==> config.mk <==
export PLATFORM = sky130hd
export DESIGN_NAME = configs_loader_flat
export DESIGN_NICKNAME = d
export VERILOG_FILES = /design/src/rtl/configs_loader_if.sv /design/src/rtl/configs_loader.sv /design/src/flat_wrapper.sv
export SDC_FILE = /design/constraint.sdc
export NUM_CORES = 1
export LEC_CHECK = 0
export CORE_MARGIN = 1.5
export CORE_UTILIZATION = 43
export DETAILED_ROUTE_END_ITERATION = 6
export GPL_TIMING_DRIVEN = 0
export PLACE_DENSITY = 0.83
export RECOVER_POWER = 25
export SYNTH_ARGS = -nofsm -noshare
export SYNTH_HDL_FRONTEND = slang
export SYNTH_SLANG_ARGS = --single-unit
==> constraint.sdc <==
create_clock -name clk -period 2.2 [get_ports clk]
set_input_delay 0.33 -clock clk [delete_from_list [all_inputs] [get_ports clk]]
set_output_delay 0.33 -clock clk [all_outputs]
set_load 0.005 [all_outputs]
==> src/rtl/configs_loader_if.sv <==
`default_nettype none
// ============================================================================
// Module   : configs_loader_if
// Brief    : Host-side stream and latch-bank bus bundle for configs_loader.
// Revision : 1.0
// ============================================================================
interface configs_loader_if #(
    parameter int WORD_W    = 32,
    parameter int NUM_WORDS = 16
);
    logic                 io_start;
    logic                 io_abort;
    logic                 io_in_valid;
    logic                 io_in_ready;
    logic [WORD_W-1:0]    io_in_bits;
    logic [WORD_W-1:0]    io_d_in;
    logic [NUM_WORDS-1:0] io_configs_en;
    logic                 io_busy;
    logic                 io_done;

    modport master (
        output io_start, io_abort, io_in_valid, io_in_bits,
        input  io_in_ready, io_d_in, io_configs_en, io_busy, io_done
    );

    modport slave (
        input  io_start, io_abort, io_in_valid, io_in_bits,
        output io_in_ready, io_d_in, io_configs_en, io_busy, io_done
    );
endinterface
`default_nettype wire

==> src/rtl/configs_loader.sv <==
`default_nettype none
// ============================================================================
// Module   : configs_loader
// Brief    : Sequences config words into a latch bank with setup/enable/hold.
// Revision : 1.0
// ============================================================================
module configs_loader #(
    parameter int WORD_W    = 32,
    parameter int NUM_WORDS = 16,
    parameter int SETUP_CYC = 1,
    parameter int EN_CYC    = 1,
    parameter int HOLD_CYC  = 1
) (
    input  wire logic          clk,
    input  wire logic          reset,
    configs_loader_if.slave    bus
);

    localparam int CNT_MAX = (SETUP_CYC > EN_CYC)
                           ? ((SETUP_CYC > HOLD_CYC) ? SETUP_CYC : HOLD_CYC)
                           : ((EN_CYC > HOLD_CYC) ? EN_CYC : HOLD_CYC);
    localparam int CNT_W   = (CNT_MAX > 1) ? $clog2(CNT_MAX) : 1;
    localparam int IDX_W   = (NUM_WORDS > 1) ? $clog2(NUM_WORDS) : 1;

    typedef enum logic [2:0] {
        S_IDLE   = 3'd0,
        S_LOAD   = 3'd1,
        S_SETUP  = 3'd2,
        S_ENABLE = 3'd3,
        S_HOLD   = 3'd4,
        S_DONE   = 3'd5
    } state_t;

    state_t               state, state_nxt;
    logic [IDX_W-1:0]     idx, idx_nxt;
    logic [CNT_W-1:0]     cnt, cnt_nxt;
    logic [WORD_W-1:0]    d_reg, d_nxt;
    logic [NUM_WORDS-1:0] en_reg, en_nxt;

    always_ff @(posedge clk or negedge reset) begin
        if (!reset) begin
            state  <= S_IDLE;
            idx    <= '0;
            cnt    <= '0;
            d_reg  <= '0;
            en_reg <= '0;
        end else begin
            state  <= state_nxt;
            idx    <= idx_nxt;
            cnt    <= cnt_nxt;
            d_reg  <= d_nxt;
            en_reg <= en_nxt;
        end
    end

    always_comb begin
        state_nxt = state;
        idx_nxt   = idx;
        cnt_nxt   = cnt;
        d_nxt     = d_reg;
        en_nxt    = '0;

        case (state)
            S_IDLE: begin
                if (bus.io_start && !bus.io_abort) begin
                    state_nxt = S_LOAD;
                    idx_nxt   = '0;
                end
            end
            S_LOAD: begin
                if (bus.io_in_valid) begin
                    d_nxt     = bus.io_in_bits;
                    state_nxt = S_SETUP;
                    cnt_nxt   = CNT_W'(SETUP_CYC - 1);
                end
            end
            S_SETUP: begin
                if (cnt == '0) begin
                    state_nxt = S_ENABLE;
                    cnt_nxt   = CNT_W'(EN_CYC - 1);
                end else begin
                    cnt_nxt   = cnt - CNT_W'(1);
                end
            end
            S_ENABLE: begin
                if (cnt == '0) begin
                    state_nxt = S_HOLD;
                    cnt_nxt   = CNT_W'(HOLD_CYC - 1);
                end else begin
                    cnt_nxt   = cnt - CNT_W'(1);
                end
            end
            S_HOLD: begin
                if (cnt == '0) begin
                    if (idx == IDX_W'(NUM_WORDS - 1)) begin
                        state_nxt = S_DONE;
                    end else begin
                        state_nxt = S_LOAD;
                        idx_nxt   = idx + IDX_W'(1);
                    end
                end else begin
                    cnt_nxt = cnt - CNT_W'(1);
                end
            end
            S_DONE: begin
                state_nxt = S_IDLE;
            end
            default: begin
                state_nxt = S_IDLE;
                idx_nxt   = '0;
                cnt_nxt   = '0;
            end
        endcase

        // Abort overrides everything but leaves the data bus stable for the latch.
        if (bus.io_abort && (state != S_IDLE)) begin
            state_nxt = S_IDLE;
            idx_nxt   = '0;
            cnt_nxt   = '0;
            d_nxt     = d_reg;
        end

        // Enables come straight from a register loaded with the next state's decode.
        if (state_nxt == S_ENABLE) begin
            en_nxt = NUM_WORDS'(1) << idx_nxt;
        end
    end

    assign bus.io_in_ready   = (state == S_LOAD);
    assign bus.io_busy       = (state != S_IDLE);
    assign bus.io_done       = (state == S_DONE);
    assign bus.io_d_in       = d_reg;
    assign bus.io_configs_en = en_reg;

endmodule
`default_nettype wire

==> src/flat_wrapper.sv <==
// flat-port wrapper written by rule: the top's interface ports become plain ports
module configs_loader_flat 
#(
    parameter int WORD_W    = 32,
    parameter int NUM_WORDS = 16,
    parameter int SETUP_CYC = 1,
    parameter int EN_CYC    = 1,
    parameter int HOLD_CYC  = 1
)
  (clk, reset, bus_io_start, bus_io_abort, bus_io_in_valid, bus_io_in_bits, bus_io_in_ready, bus_io_d_in, bus_io_configs_en, bus_io_busy, bus_io_done);
  configs_loader_if #(.WORD_W(WORD_W), .NUM_WORDS(NUM_WORDS)) bus_i ();
  input  wire logic clk;
  input  wire logic reset;
  input wire logic [$bits(bus_i.io_start)-1:0] bus_io_start;
  input wire logic [$bits(bus_i.io_abort)-1:0] bus_io_abort;
  input wire logic [$bits(bus_i.io_in_valid)-1:0] bus_io_in_valid;
  input wire logic [$bits(bus_i.io_in_bits)-1:0] bus_io_in_bits;
  output wire logic [$bits(bus_i.io_in_ready)-1:0] bus_io_in_ready;
  output wire logic [$bits(bus_i.io_d_in)-1:0] bus_io_d_in;
  output wire logic [$bits(bus_i.io_configs_en)-1:0] bus_io_configs_en;
  output wire logic [$bits(bus_i.io_busy)-1:0] bus_io_busy;
  output wire logic [$bits(bus_i.io_done)-1:0] bus_io_done;
  assign bus_i.io_start = bus_io_start;
  assign bus_i.io_abort = bus_io_abort;
  assign bus_i.io_in_valid = bus_io_in_valid;
  assign bus_i.io_in_bits = bus_io_in_bits;
  assign bus_io_in_ready = bus_i.io_in_ready;
  assign bus_io_d_in = bus_i.io_d_in;
  assign bus_io_configs_en = bus_i.io_configs_en;
  assign bus_io_busy = bus_i.io_busy;
  assign bus_io_done = bus_i.io_done;
  configs_loader #(.WORD_W(WORD_W), .NUM_WORDS(NUM_WORDS), .SETUP_CYC(SETUP_CYC), .EN_CYC(EN_CYC), .HOLD_CYC(HOLD_CYC)) u_core (.clk(clk), .reset(reset), .bus(bus_i));
endmodule
### Word-level counts from Yosys, hierarchy flattened

Cells that the tools add are included.

| operators by class | value |
|---|---|
| $add $sub $neg | 2 |
| $mul | 0 |
| div/mod/pow operators | 0 |
| $lt $le $gt $ge | 0 |
| eq/ne operators | 9 |
| shifts and indexed selects | 1 |
| multiplexer cells | 18 |
| bitwise operators | 1 |
| reduce and logical (&&, ||, !) cells | 10 |

Operator list:

| operator | number |
|---|---|
| $mux 3 | 7 |
| $mux 16 | 1 |
| $mux 4 | 4 |
| $shl 1x4->16 const A | 1 |
| $pmux 3 s5 | 1 |
| $pmux 4 s3 | 1 |
| $eq 3x2->1 const B | 3 |
| $eq 3x3->1 const B | 2 |
| $add 4x1->4 const B | 1 |
| $eq 4x4->1 const B | 1 |
| $reduce_or 4->1 | 1 |
| $eq 3x1->1 const B | 1 |
| $logic_not 3->1 | 1 |
| $mux 1 | 3 |
| $ne 3x2->1 const B | 1 |
| $pmux 1 s3 | 1 |
| $reduce_and 3->1 | 1 |
| $reduce_bool 3->1 | 1 |
| $reduce_or 3->1 | 1 |
| $logic_and 1x1->1 | 2 |
| $ne 2x1->1 const B | 1 |
| $reduce_and 2->1 | 1 |
| $reduce_or 2->1 | 1 |
| $logic_not 1->1 | 1 |
| 2 further kinds | 2 |

| word-level totals | value |
|---|---|
| register bits after elaboration | 56 |
| bits in latches | 0 |
| bits in writable memories | 0 |
| bits in read-only memories | 0 |
| output and inout port bits | 51 |
| memories kept | 0 |

### Depth between registers and ports, before layout

| depth | value |
|---|---|
| depth after elaboration | 7 |
| mapped depth | 7 |
| depth with buffers taken out | 6 |

### Worst setup path before layout

OpenSTA, ideal clock, no wires.

| timing | value |
|---|---|
| path type | register -> register |
| from | reg u_core.state[1] |
| to | reg u_core.en_reg[13], in the netlist u_core.bus.io_configs_en[13] |
| library setup time | 80 ps |
| data arrival time | 1731 ps |
| path slack | 388 ps |
| stages on the path, launching flop included | 7 |
| path buffers | 1 |
| cells stage by stage | dfrtp_1 > buf_6 > or3b_4 > o221ai_4 > a21oi_2 > or3_4 > nor3_2 |

| on the way | value |
|---|---|
| word-level cells in the longest chain between the ends | 6 |

RTL lines:

| what | RTL line | text |
|---|---|---|
| from (decl) | configs_loader.sv:34 | `state_t state, state_nxt;` |
| from (signal assigned) | configs_loader.sv:48 | `state <= state_nxt;` |
| $eq 3x1->1, or another cell as far along | configs_loader.sv:63 | `case (state)` |
| $reduce_or 4->1 (no line) | n/a |  |
| $pmux 4 s3 | configs_loader.sv:63 |  |
| $mux 4 | configs_loader.sv:116 | `if (bus.io_abort && (state != S_IDLE)) begin` |
| $shl 1x4->16 | configs_loader.sv:125 | `en_nxt = NUM_WORDS'(1) << idx_nxt;` |
| $mux 16 (*) | configs_loader.sv:124 | `if (state_nxt == S_ENABLE) begin` |
| named net u_core.en_nxt[13] | configs_loader.sv:38 | `logic [NUM_WORDS-1:0] en_reg, en_nxt;` |
| to (signal assigned) | configs_loader.sv:52 | `en_reg <= en_nxt;` |
| to (decl) | configs_loader.sv:38 |  |

Mark *: on every way through the listed nets, which the timed path passes. The rest lies on a longest branch.
A chain may end at the register's enable or synchronous reset.

### Final worst setup path

| timing | value |
|---|---|
| from | reg u_core.state[1] |
| to | out bus_io_in_ready |

| on the way | value |
|---|---|
| word-level cells in the longest chain between the ends | 1 |

RTL lines:

| what | RTL line | text |
|---|---|---|
| $eq 3x1->1 | configs_loader.sv:129 | `assign bus.io_in_ready = (state == S_LOAD);` |
| to (decl) | flat_wrapper.sv:18 | `output wire logic [$bits(bus_i.io_in_ready)-1:0] bus_io_in_ready;` |

No other way between the ends.

==> key figures <==
Setup path
  – Setup crit end kind: output pin
  – Crit-path max FO: 10
  – Crit path DAT: 1.76 ns
  – Req. time, crit path: 1.87 ns
  – CP Class: register to output pin
  – R2r setup slk: 0.18 ns
  – Startpoint types: register

Global routing
  – First-pass GRT wire length: 7500 µm
  – Pin count of the biggest net entering global routing: 30
  – Total congestion overflow: 0
  – Initial antenna violation count: 0
  – Gr usage total: 17.8%
  – Vias in the first global route: 1516

Timing
  – Hold Violations, Final: 0
  – Final worst-path setup slack: 0.111 ns
  – Unrepaired setup endpoints after global routing: false
  – Setup Skew: 0.00591 ns
  – Final Setup Violations: 0
  – Min Tclk post-route: 2.09 ns
  – Tcrit/Tclk final: 95.0%
  – Slew Limit Fails: 30
  – Slew headroom: -0.629%
  – Setup TNS: 0 ns
  – Slew @ Worst Pin: 1.51 ns
  – FMAX: 479 MHz

Finish
  – Layout Nets: 296
  – Fill cell count: 391
  – ANT cells: 0
  – Post-route insts no fill: 328
  – Synth-to-Final Area Change: 46.8%
  – Share of layout cells above drive strength 1: 12.4%
  – Final Util: 65.4%

Yosys
  – #FFs+latches synth: 55
  – Seq/Total Area, Yosys: 60.5%
  – Asr flop ratio synth: 100%
  – Largest area contributor in the netlist: dfrtp_1
  – Top FF cell, synth: dfrtp_1
  – Share of the synthesized area in the top cell type: 60.5%
  – Netlist cell types: 38
  – Most frequent cells after synthesis: dfrtp_1, mux2_1, nor2_1, nor3_1, nand2b_1
  – Mapped Area: 0.00227 mm²
  – Synth warnings: 0
  – Synth area leaders: dfrtp_1, mux2_1, nor3_2
  – Number of synthesized flops with an enable pin: 0
  – Average size of a mapped cell: 14.0 µm²
  – Synth Instances: 163
  – Most numerous cell in the Yosys netlist: dfrtp_1
  – Mapped Nets: 201

CTS
  – Post-CTS Resized: 0
  – Clock latency on the worst-skew pair: 0.30 ns
  – CTS H-tree depth: 2
  – Cts bufs inserted: 5
  – Clock Pin Slew Worst Setup and Hold Paths: 0.09 ns
  – CTS tree: yes
  – Hold Buf Count CTS: 0
  – Clk sinks: 55
  – Clock Path Buffers: 2
  – Root buffer cell: clkbuf_8
  – Post-CTS Setup Bufs: 0

Power and ir drop
  – Power Dens Cells: 833 mW/mm²
  – Maximum VDD drop: 0.000380 V
  – Leak pwr: 1.41 nW

Detailed routing
  – DR pass1 iterations: 4
  – WL/cell: 15.3 µm
  – DRT antenna net count: 0
  – Via Count: 1623
  – Residual DRC: 0
  – Iter 0 DRT Violations: 42
  – Routed WL: 5010 µm
  – Vias per cell: 4.95

Outcome
  – Status: finished, violations left
  – Failing checks: max-capacitance violations, max-slew violations

Floorplan
  – Die W: 75.7 µm
  – Cell Rows: 26
  – Die height: 75.7 µm
  – Die area: 0.00574 mm²
  – Placeable Area: 0.00511 mm²
  – IO Count: 88
  – Initial core utilization: 44.5%

Flow run
  – Max-cap viol count: 1

Place
  – Post-placement cell count: 321
  – Gpl congestion: 0.844
  – Port bufs: 87
  – Setup WS pre-CTS: -0.00733 ns
  – Hpwl dp: 3820 µm

Hold path
  – Worst min-delay path category: input pin to async pin
==> logic make-up after synthesis <==
logic type / share of synthesized area (%)
multiplexers: 15.8
AO/OA/AOI/OAI: 7.48
AND/OR/NAND/NOR: 13.3
flip-flops: 60.5
adder cells (fa/ha/maj): 0.550
buffers and inverters: 2.31
==> layout make-up <==
type | count | area, µm² | area share [%]
clock buffer | 5 | 68.8 | 2.06
buffer | 6 | 37.5 | 1.12
sequential | 55 | 1380 | 41.2
multi-input combinational | 98 | 846 | 25.3
inverter | 4 | 15.0 | 0.450
timing repair buffer | 88 | 870 | 26.0
tap | 70 | 87.6 | 2.62
clock inverter | 2 | 37.5 | 1.12
==> per-stage QoR <==
step,hold WS [ns],power [W],area [µm²]
6_report,0.378,0.00278,3340
5_1_grt,0.507,0.00295,3340
4_1_cts,0.0626,0.00282,3350
3_5_place_dp,0.402,0.00217,3250
3_3_place_gp,0.472,0.00213,3230
2_1_floorplan,0.0344,0.00158,2270
==> placed cells by master, fill, tap and decap left out, drive strengths merged <==
| master | synthesis | layout |
|---|---|---|
| a211o | 1 | 1 |
| a211oi | 1 | 1 |
| a21boi | 1 | 1 |
| a21o | 1 | 1 |
| a21oi | 5 | 5 |
| a32o | 1 | 1 |
| buf | 6 | 6 |
| bufinv | 0 | 1 |
| clkbuf | 0 | 7 |
| clkdlybuf4s50 | 0 | 86 |
| clkinvlp | 0 | 1 |
| dfrtp | 55 | 55 |
| ha | 1 | 1 |
| inv | 4 | 4 |
| mux2 | 32 | 32 |
| nand2 | 5 | 5 |
| nand2b | 6 | 6 |
| nand3 | 3 | 3 |
| nand3b | 2 | 2 |
| nor2 | 7 | 7 |
| nor2b | 1 | 1 |
| nor3 | 12 | 12 |
| nor3b | 3 | 3 |
| nor4 | 4 | 4 |
| o21a | 1 | 1 |
| o21ai | 5 | 5 |
| o21bai | 1 | 1 |
| o221ai | 1 | 1 |
| or3 | 3 | 3 |
| or3b | 1 | 1 |
==> final timing paths <==
check                                                   start                                endpoint  cells after the start
setup / recovery                    u_core.state[1]$_DFF_PN0_                         bus_io_in_ready                      4
hold / removal                                          reset      u_core.bus.io_d_in[14]$_DFFE_PN0P_                      1
setup reg to reg                    u_core.state[2]$_DFF_PN0_  u_core.bus.io_configs_en[11]$_DFF_PN0_                      6
hold reg to reg            u_core.bus.io_d_in[13]$_DFFE_PN0P_      u_core.bus.io_d_in[13]$_DFFE_PN0P_                      1
max in group asynchronous                               reset       u_core.bus.io_d_in[3]$_DFFE_PN0P_                      2
min in group clk           u_core.bus.io_d_in[13]$_DFFE_PN0P_      u_core.bus.io_d_in[13]$_DFFE_PN0P_                      1
==> critical path, stage by stage, from the launching register on <==
cell and delay, ns:
dfrtp_1 0.38, buf_6 0.14, nand2b_1 0.23, nor2_1 0.18
clkdlybuf4s50_1 0.53
==> metal layers <==
metal | global-route usage [%] | share of wire, %
met5 | 0 | 0
met4 | 5.36 | 0.92
met3 | 5.82 | 9.2
met2 | 28.4 | 47
met1 | 23.2 | 43
==> flip-flops by register name (all words and copies together), names as in the netlist <==
register                  count
u_core.bus.io_d_in           32
u_core.bus.io_configs_en     16
u_core.idx                    4
u_core.state                  3
==> report_power, final <==
group          total [W]  internal, W  switching, W
clock           0.000649     0.000333      0.000316
combinational   0.000795     0.000555      0.000240
sequential       0.00134      0.00123      0.000107
total            0.00278      0.00212      0.000663
No activity file was read; power rests on OpenSTA's default activity.
